## src/rtl/game_ctrl.sv

```systemverilog
`default_nettype none
// ============================================================================
//  Module   : game_ctrl
//  Brief    : Runner-game frame controller. Tracks IDLE / PLAYING / CRASHED,
//             turns the jump button into one-shot jump or restart pulses,
//             accumulates distance into a five-digit BCD score, ramps scroll
//             speed and keeps the best score.
//  Ports    : clk       - frame clock, one rising edge per displayed frame
//             rst       - asynchronous active-low reset
//             jump_btn  - player button level
//             collision - 1 while the character overlaps an obstacle
//             timer     - free-running animation counter 0..59
//             speed     - current scroll speed
//             jump      - one-cycle jump request
//             crash     - 1 while in CRASHED
//             restart   - one-cycle pulse resetting character/obstacles
//             state     - IDLE=0, PLAYING=1, CRASHED=2
//             score     - BCD score, digit 0 in [3:0]
//             hi_score  - BCD best score
//  Revision : 1.0 - initial release
// ============================================================================
module game_ctrl #(
    parameter int SPEED_INIT     = 6,
    parameter int SPEED_MAX      = 13,
    parameter int SPEED_STEP     = 300,
    parameter int DIST_PER_POINT = 40,
    parameter int RESTART_DELAY  = 45
) (
    input  logic        clk,
    input  logic        rst,
    input  logic        jump_btn,
    input  logic        collision,
    output logic [5:0]  timer,
    output logic [4:0]  speed,
    output logic        jump,
    output logic        crash,
    output logic        restart,
    output logic [1:0]  state,
    output logic [19:0] score,
    output logic [19:0] hi_score
);

    localparam logic [1:0] c_IDLE    = 2'd0;
    localparam logic [1:0] c_PLAYING = 2'd1;
    localparam logic [1:0] c_CRASHED = 2'd2;

    localparam int c_SCW = (SPEED_STEP > 1) ? $clog2(SPEED_STEP) : 1;
    localparam int c_CCW = $clog2(RESTART_DELAY + 1);

    localparam logic [4:0]       c_SPEED_INIT = 5'(SPEED_INIT);
    localparam logic [4:0]       c_SPEED_MAX  = 5'(SPEED_MAX);
    localparam logic [6:0]       c_DIST       = 7'(DIST_PER_POINT);
    localparam logic [c_SCW-1:0] c_STEP_LAST  = c_SCW'(SPEED_STEP - 1);
    localparam logic [c_CCW-1:0] c_DELAY      = c_CCW'(RESTART_DELAY);
    localparam logic [19:0]      c_SCORE_SAT  = 20'h99999;

    // ------------------------------------------------------------------
    // Registers
    // ------------------------------------------------------------------
    logic [1:0]       r_state;
    logic             r_btn_q;
    logic [5:0]       r_timer;
    logic [4:0]       r_speed;
    logic             r_jump;
    logic             r_crash;
    logic             r_restart;
    logic [19:0]      r_score;
    logic [19:0]      r_hi_score;
    logic [5:0]       r_acc;
    logic [c_SCW-1:0] r_speed_cnt;
    logic [c_CCW-1:0] r_crash_cnt;

    // ------------------------------------------------------------------
    // Next-state wires
    // ------------------------------------------------------------------
    logic             w_press;
    logic [1:0]       w_state_next;
    logic             w_jump_next;
    logic             w_restart_next;
    logic             w_tick;
    logic             w_crash_evt;
    logic [6:0]       w_sum;
    logic [5:0]       w_timer_next;
    logic [4:0]       w_speed_next;
    logic [19:0]      w_score_next;
    logic [19:0]      w_hi_next;
    logic [5:0]       w_acc_next;
    logic [c_SCW-1:0] w_speed_cnt_next;
    logic [c_CCW-1:0] w_crash_cnt_next;

    // Rising edge of the button: a held button produces a single press.
    assign w_press = jump_btn & ~r_btn_q;

    // BCD +1 with per-digit carry; holds at 99999 instead of wrapping.
    function automatic logic [19:0] bcd_inc(input logic [19:0] v);
        logic [19:0] res;
        logic        carry;
        res   = v;
        carry = 1'b1;
        if (v != c_SCORE_SAT) begin
            for (int i = 0; i < 5; i++) begin
                if (carry) begin
                    if (v[i*4 +: 4] == 4'd9) begin
                        res[i*4 +: 4] = 4'd0;
                    end else begin
                        res[i*4 +: 4] = v[i*4 +: 4] + 4'd1;
                        carry         = 1'b0;
                    end
                end
            end
        end
        return res;
    endfunction

    // ------------------------------------------------------------------
    // FSM: state register
    // ------------------------------------------------------------------
    always_ff @(posedge clk or negedge rst) begin
        if (!rst) begin
            r_state   <= c_IDLE;
            r_jump    <= 1'b0;
            r_restart <= 1'b0;
            r_crash   <= 1'b0;
        end else begin
            r_state   <= w_state_next;
            r_jump    <= w_jump_next;
            r_restart <= w_restart_next;
            r_crash   <= (w_state_next == c_CRASHED);
        end
    end

    // ------------------------------------------------------------------
    // FSM: next state and pulse outputs
    // ------------------------------------------------------------------
    always_comb begin
        w_state_next   = r_state;
        w_jump_next    = 1'b0;
        w_restart_next = 1'b0;
        case (r_state)
            c_IDLE: begin
                if (w_press) begin
                    w_state_next = c_PLAYING;
                    w_jump_next  = 1'b1;
                end
            end
            c_PLAYING: begin
                // A collision wins over a press in the same frame.
                if (collision) begin
                    w_state_next = c_CRASHED;
                end else if (w_press) begin
                    w_jump_next = 1'b1;
                end
            end
            c_CRASHED: begin
                // Early presses are simply dropped, never remembered.
                if (w_press && (r_crash_cnt == c_DELAY)) begin
                    w_state_next   = c_PLAYING;
                    w_restart_next = 1'b1;
                end
            end
            default: begin
                w_state_next = c_IDLE;
            end
        endcase
    end

    // ------------------------------------------------------------------
    // Datapath next values
    // ------------------------------------------------------------------
    assign w_tick      = (r_state == c_PLAYING) && !collision;
    assign w_crash_evt = (r_state == c_PLAYING) && collision;
    assign w_sum       = {1'b0, r_acc} + {2'b00, r_speed};

    always_comb begin
        w_timer_next     = (r_timer == 6'd59) ? 6'd0 : r_timer + 6'd1;
        w_speed_next     = r_speed;
        w_score_next     = r_score;
        w_hi_next        = r_hi_score;
        w_acc_next       = r_acc;
        w_speed_cnt_next = r_speed_cnt;
        w_crash_cnt_next = r_crash_cnt;

        if (w_restart_next) begin
            w_speed_next     = c_SPEED_INIT;
            w_score_next     = 20'h00000;
            w_acc_next       = 6'd0;
            w_speed_cnt_next = '0;
        end else if (w_tick) begin
            // Distance uses the speed in effect during this frame.
            if (w_sum >= c_DIST) begin
                w_acc_next   = 6'(w_sum - c_DIST);
                w_score_next = bcd_inc(r_score);
            end else begin
                w_acc_next = w_sum[5:0];
            end
            if (r_speed_cnt == c_STEP_LAST) begin
                w_speed_cnt_next = '0;
                if (r_speed < c_SPEED_MAX) begin
                    w_speed_next = r_speed + 5'd1;
                end
            end else begin
                w_speed_cnt_next = r_speed_cnt + 1'b1;
            end
        end

        // Valid BCD orders the same as binary, so a plain compare suffices.
        if (w_crash_evt && (r_score > r_hi_score)) begin
            w_hi_next = r_score;
        end

        if (w_crash_evt) begin
            w_crash_cnt_next = '0;
        end else if ((r_state == c_CRASHED) && (r_crash_cnt != c_DELAY)) begin
            w_crash_cnt_next = r_crash_cnt + 1'b1;
        end
    end

    // Datapath registers take their next value every frame.
    always_ff @(posedge clk or negedge rst) begin
        if (!rst) begin
            r_btn_q     <= 1'b0;
            r_timer     <= 6'd0;
            r_speed     <= c_SPEED_INIT;
            r_score     <= 20'h00000;
            r_hi_score  <= 20'h00000;
            r_acc       <= 6'd0;
            r_speed_cnt <= '0;
            r_crash_cnt <= '0;
        end else begin
            r_btn_q     <= jump_btn;
            r_timer     <= w_timer_next;
            r_speed     <= w_speed_next;
            r_score     <= w_score_next;
            r_hi_score  <= w_hi_next;
            r_acc       <= w_acc_next;
            r_speed_cnt <= w_speed_cnt_next;
            r_crash_cnt <= w_crash_cnt_next;
        end
    end

    assign timer    = r_timer;
    assign speed    = r_speed;
    assign jump     = r_jump;
    assign crash    = r_crash;
    assign restart  = r_restart;
    assign state    = r_state;
    assign score    = r_score;
    assign hi_score = r_hi_score;

endmodule
`default_nettype wire

```

## config.mk

```make
export PLATFORM = sky130hd
export DESIGN_NAME = game_ctrl
export DESIGN_NICKNAME = d
export VERILOG_FILES = /design/src/rtl/game_ctrl.sv
export SDC_FILE = /design/constraint.sdc
export NUM_CORES = 1
export LEC_CHECK = 0
export CORE_MARGIN = 3
export CORE_UTILIZATION = 29
export DETAILED_ROUTE_END_ITERATION = 8
export PLACE_DENSITY_LB_ADDON = 0.3
export SYNTH_ARGS = -nofsm -noshare
export SYNTH_HDL_FRONTEND = slang
export SYNTH_SLANG_ARGS = --single-unit
```

## constraint.sdc

```tcl
create_clock -name clk -period 3.15 [get_ports clk]
set_input_delay 0.4725 -clock clk [delete_from_list [all_inputs] [get_ports clk]]
set_output_delay 0.4725 -clock clk [all_outputs]
set_load 0.01 [all_outputs]
```

==> metrics.md <==
| Metric | Value |
|---|---|
| Status | complete, no violations |
| Vias post-DR | 3826 |
| Critical Path Max Stage Delay | 0.60 ns |
| Worst path cell trace | ha_1 > fa_1 > a211o_1 > nand2_1 > nand2_1 > ha_1 > o21ai_2 > o22ai_4 > or4b_1 > mux2i_1 |
| Critical-path top delay cell | or4b_1 |
| Starting Density | 30.07% |
| Worst reg-to-reg path cell count | 10 |
| Required @ worst endpoint | 3.37 ns |
| Synth top area share | 40.99% |
| Crit Path Class | flip-flop to flip-flop |
| Skew final | 0.007938 ns |
| Pre-CTS setup slack | 0.06206 ns |
| Worst R2R End | score[7] |
| Area growth syn-to-layout | 28.34% |
| Yosys reg bits | 78 |
| Maximum vdd drop | 0.3403 mV |
| Commonest non-fill, non-tap cell in the layout | dfrtp_1 |
| TritonCTS Buffers | 9 |
| Clock Pin Slew Worst Setup and Hold Paths | 0.06 ns |
| First-pass GRT wire length | 19.53 mm |
| Source of the worst register-to-register timing path | speed[0] |
| Main flop type after synthesis | dfrtp_1 |
| Worst-Skew Late Latency | 0.35 ns |
| Met3 usage | 3.308% |
| Post-Syn Nets | 502 |
| Pwr/cell area | 619.2 mW/mm^2 |
| Fin nets | 585 |
| Leak pwr | 2.536 nW |
| Synth unique cells | 67 |
| I/O pin cnt | 60 |
| Worst Path Max Fanout | 8 |
| Setup slack, reg-to-reg | 0.13 ns |
| Hpwl dp | 8.278 mm |
| Critical Path End | score[7] |
| Post-route insts no fill | 764 |
| M1 GR Usage | 18.25% |
| Cells after synthesis | 466 |
| Final slew viol count | 0 |
| Worst Hold Class | input pin to asynchronous set/reset pin |
| Final setup margin | 0.1332 ns |
| Number of synthesis warnings | 0 |
| DR WL/cell | 15.39 um |
| Total Neg Setup Slack | 0 ns |
| Via/cell ratio | 5.008 |
| Proportion of layout cells with a drive suffix above 1 | 14.47% |
| Largest net degree at the start of global routing | 62 |
| Antenna Cells | 0 |
| Crit end category | flip-flop |
| Placed cell count | 746 |
| Mapped Area | 0.004639 sq mm |
| Post-synthesis sequential area ratio | 42.13% |
| Core area | 0.01543 sq mm |
| Slew HR | 45.50% |
| Largest cells by area after synthesis | dfrtp_1 41%, ha_1 8.4%, mux2i_1 5.0%, nand2_1 4.2%, mux2_4 3.2% |
| Die ar. | 0.01755 sq mm |
| Die outline width | 132.5 um |
| GP Congestion | 0.7857 |
| M2 GR Usage | 21.47% |
| Setup-failing EPs final | 0 |
| Worst-Margin Slew | 0.8175 ns |
| Critical path launch point type | flip-flop |
| Post-synth EDFFs | 0 |
| DRT Pass-1 Iters | 4 |
| Maxcap violations | 0 |
| Row cnt | 45 |
| Max Freq | 331.5 MHz |
| CTS Buffer Depth | 2 |
| Hold slack | 0.2200 ns |
| TritonCTS clock tree | built |
| Async set-reset flop share out of synthesis | 100.0% |
| GR Util All Layers | 13.65% |
| Iteration-0 DRC count of the detailed router | 198 |
| Buffers on Ports | 59 |
| Avg Cell Area, Syn | 9.956 sq um |
| Die H | 132.5 um |
| GR peak layer | met2 |
| Worst Path Arrival | 3.24 ns |
| ANT nets after route | 0 |
| Total number of H-tree levels | 3 |
| Root Buffer Master | clkbuf_16 |
| Unrepaired setup endpoints after global routing | false |
| Register Area | 0.001954 sq mm |
| Vias in the first global route | 3836 |
| Remaining Overflow, GRT | 0 |
| Fin crit period | 3.017 ns |
| Clock Sinks | 78 |
| Final hold violation count | 0 |
| Area leader, netlist | dfrtp_1 |
| Post-route DRC | 0 |
| Initial antenna violation count | 0 |
| Most frequent cells in the layout | 76 x dfrtp_1, 58 x clkdlybuf4s50_1, 52 x nand2_1 |
| Crit. Startpoint | speed[0] |
| Final WL | 11.76 mm |
| Fillers | 1558 |
| Final worst path period share | 95.77% |
| Area of the multi-input gates | 0.002517 sq mm |
[critical path: cells and delay by family (launching register included)]
family                     cells  cell delay, ns
AOI/OAI and AO/OA              3            0.64
and+or+nand+nor                3            0.78
muxes                          1            0.14
DFF                            1            0.39
adders and majority gates      3            0.93
[report_power, final]
group	total [mW]	internal, mW	switching (mW)
clock	0.999	0.572	0.427
sequential	1.36	1.17	0.185
combinational	1.33	0.638	0.692
[state kept, by name, summed over array words and instances, names as in the netlist]
signal	cells
speed	5
r_speed_cnt	9
jump	1
r_btn_q	1
state	2
timer	6
r_crash_cnt	6
crash	1
score	20
r_acc	6
hi_score	20
restart	1
[layer usage]
layer	share of wire (%)	wire (um)
met5	0	0
met4	1.6	193
met3	4.1	478
met2	46	5466
met1	48	5619
[cell families (layout without fill, tap and decap cells)]
logic type | Yosys count | count (layout) | share of synthesized area, %
and+or+nand+nor | 159 | 159 | 18.77
AOI/OAI and AO/OA | 99 | 100 | 14.29
DFF | 78 | 78 | 42.13
buffers and inverters | 50 | 136 | 4.612
muxes | 40 | 40 | 9.897
adders and majority gates | 32 | 32 | 8.792
xor gates and xnor gates | 8 | 8 | 1.510
[final cells by class]
class                      instances  share of cell area [%]
inverter                          33                   2.080
sequential                        78                   32.82
clock buffer                      12                   4.308
multi-input combinational        339                   42.28
tap                              211                   4.434
timing repair buffer              88                   13.74
clock inverter                     3                  0.3362
[stage by stage]
stage	power, mW	util [%]	instance area (sq um)
2_1_floorplan	2.145	-	4639
3_3_place_gp	2.593	36.48	5628
3_5_place_dp	2.629	36.48	5628
4_1_cts	3.651	38.27	5904
5_1_grt	3.937	38.60	5954
6_report	3.687	38.60	5954
[worst min-delay path by stage]
stage / slack [ns] / end / from / depth (start not counted)
2_1_floorplan: 0.18 / crash / rst / 0
3_5_place_dp: 0.50 / hi_score[14] / hi_score[14] / 1
5_1_grt: 0.30 / hi_score[6] / rst / 1
6_report: 0.22 / hi_score[6] / rst / 1
4_1_cts: 0.27 / hi_score[6] / rst / 1
3_3_place_gp: 0.50 / r_acc[2] / r_acc[2] / 2
[synthesized netlist by cell type (6+ instances only)]
cell type,number
mux2i_1,23
o21ai_0,27
or4_1,7
dfrtp_1,76
nand2_1,52
mux2_4,10
clkbuf_1,10
ha_1,31
nor2_1,21
a21oi_1,16
o211ai_1,8
mux2_1,6
nand3_1,16
inv_1,32
o21ai_1,7
nand4_1,11
[timing repair]
| item | 4_1_cts | 5_1_grt |
|---|---|---|
| endpoints found under the setup margin | 0 | 21 |
| endpoints found under the hold margin | 0 | 0 |
| setup buffers | 0 | 2 |
| hold buffers | 0 | 0 |
| resized for setup | 0 | 5 |
Power figures use the tool's default switching activity.
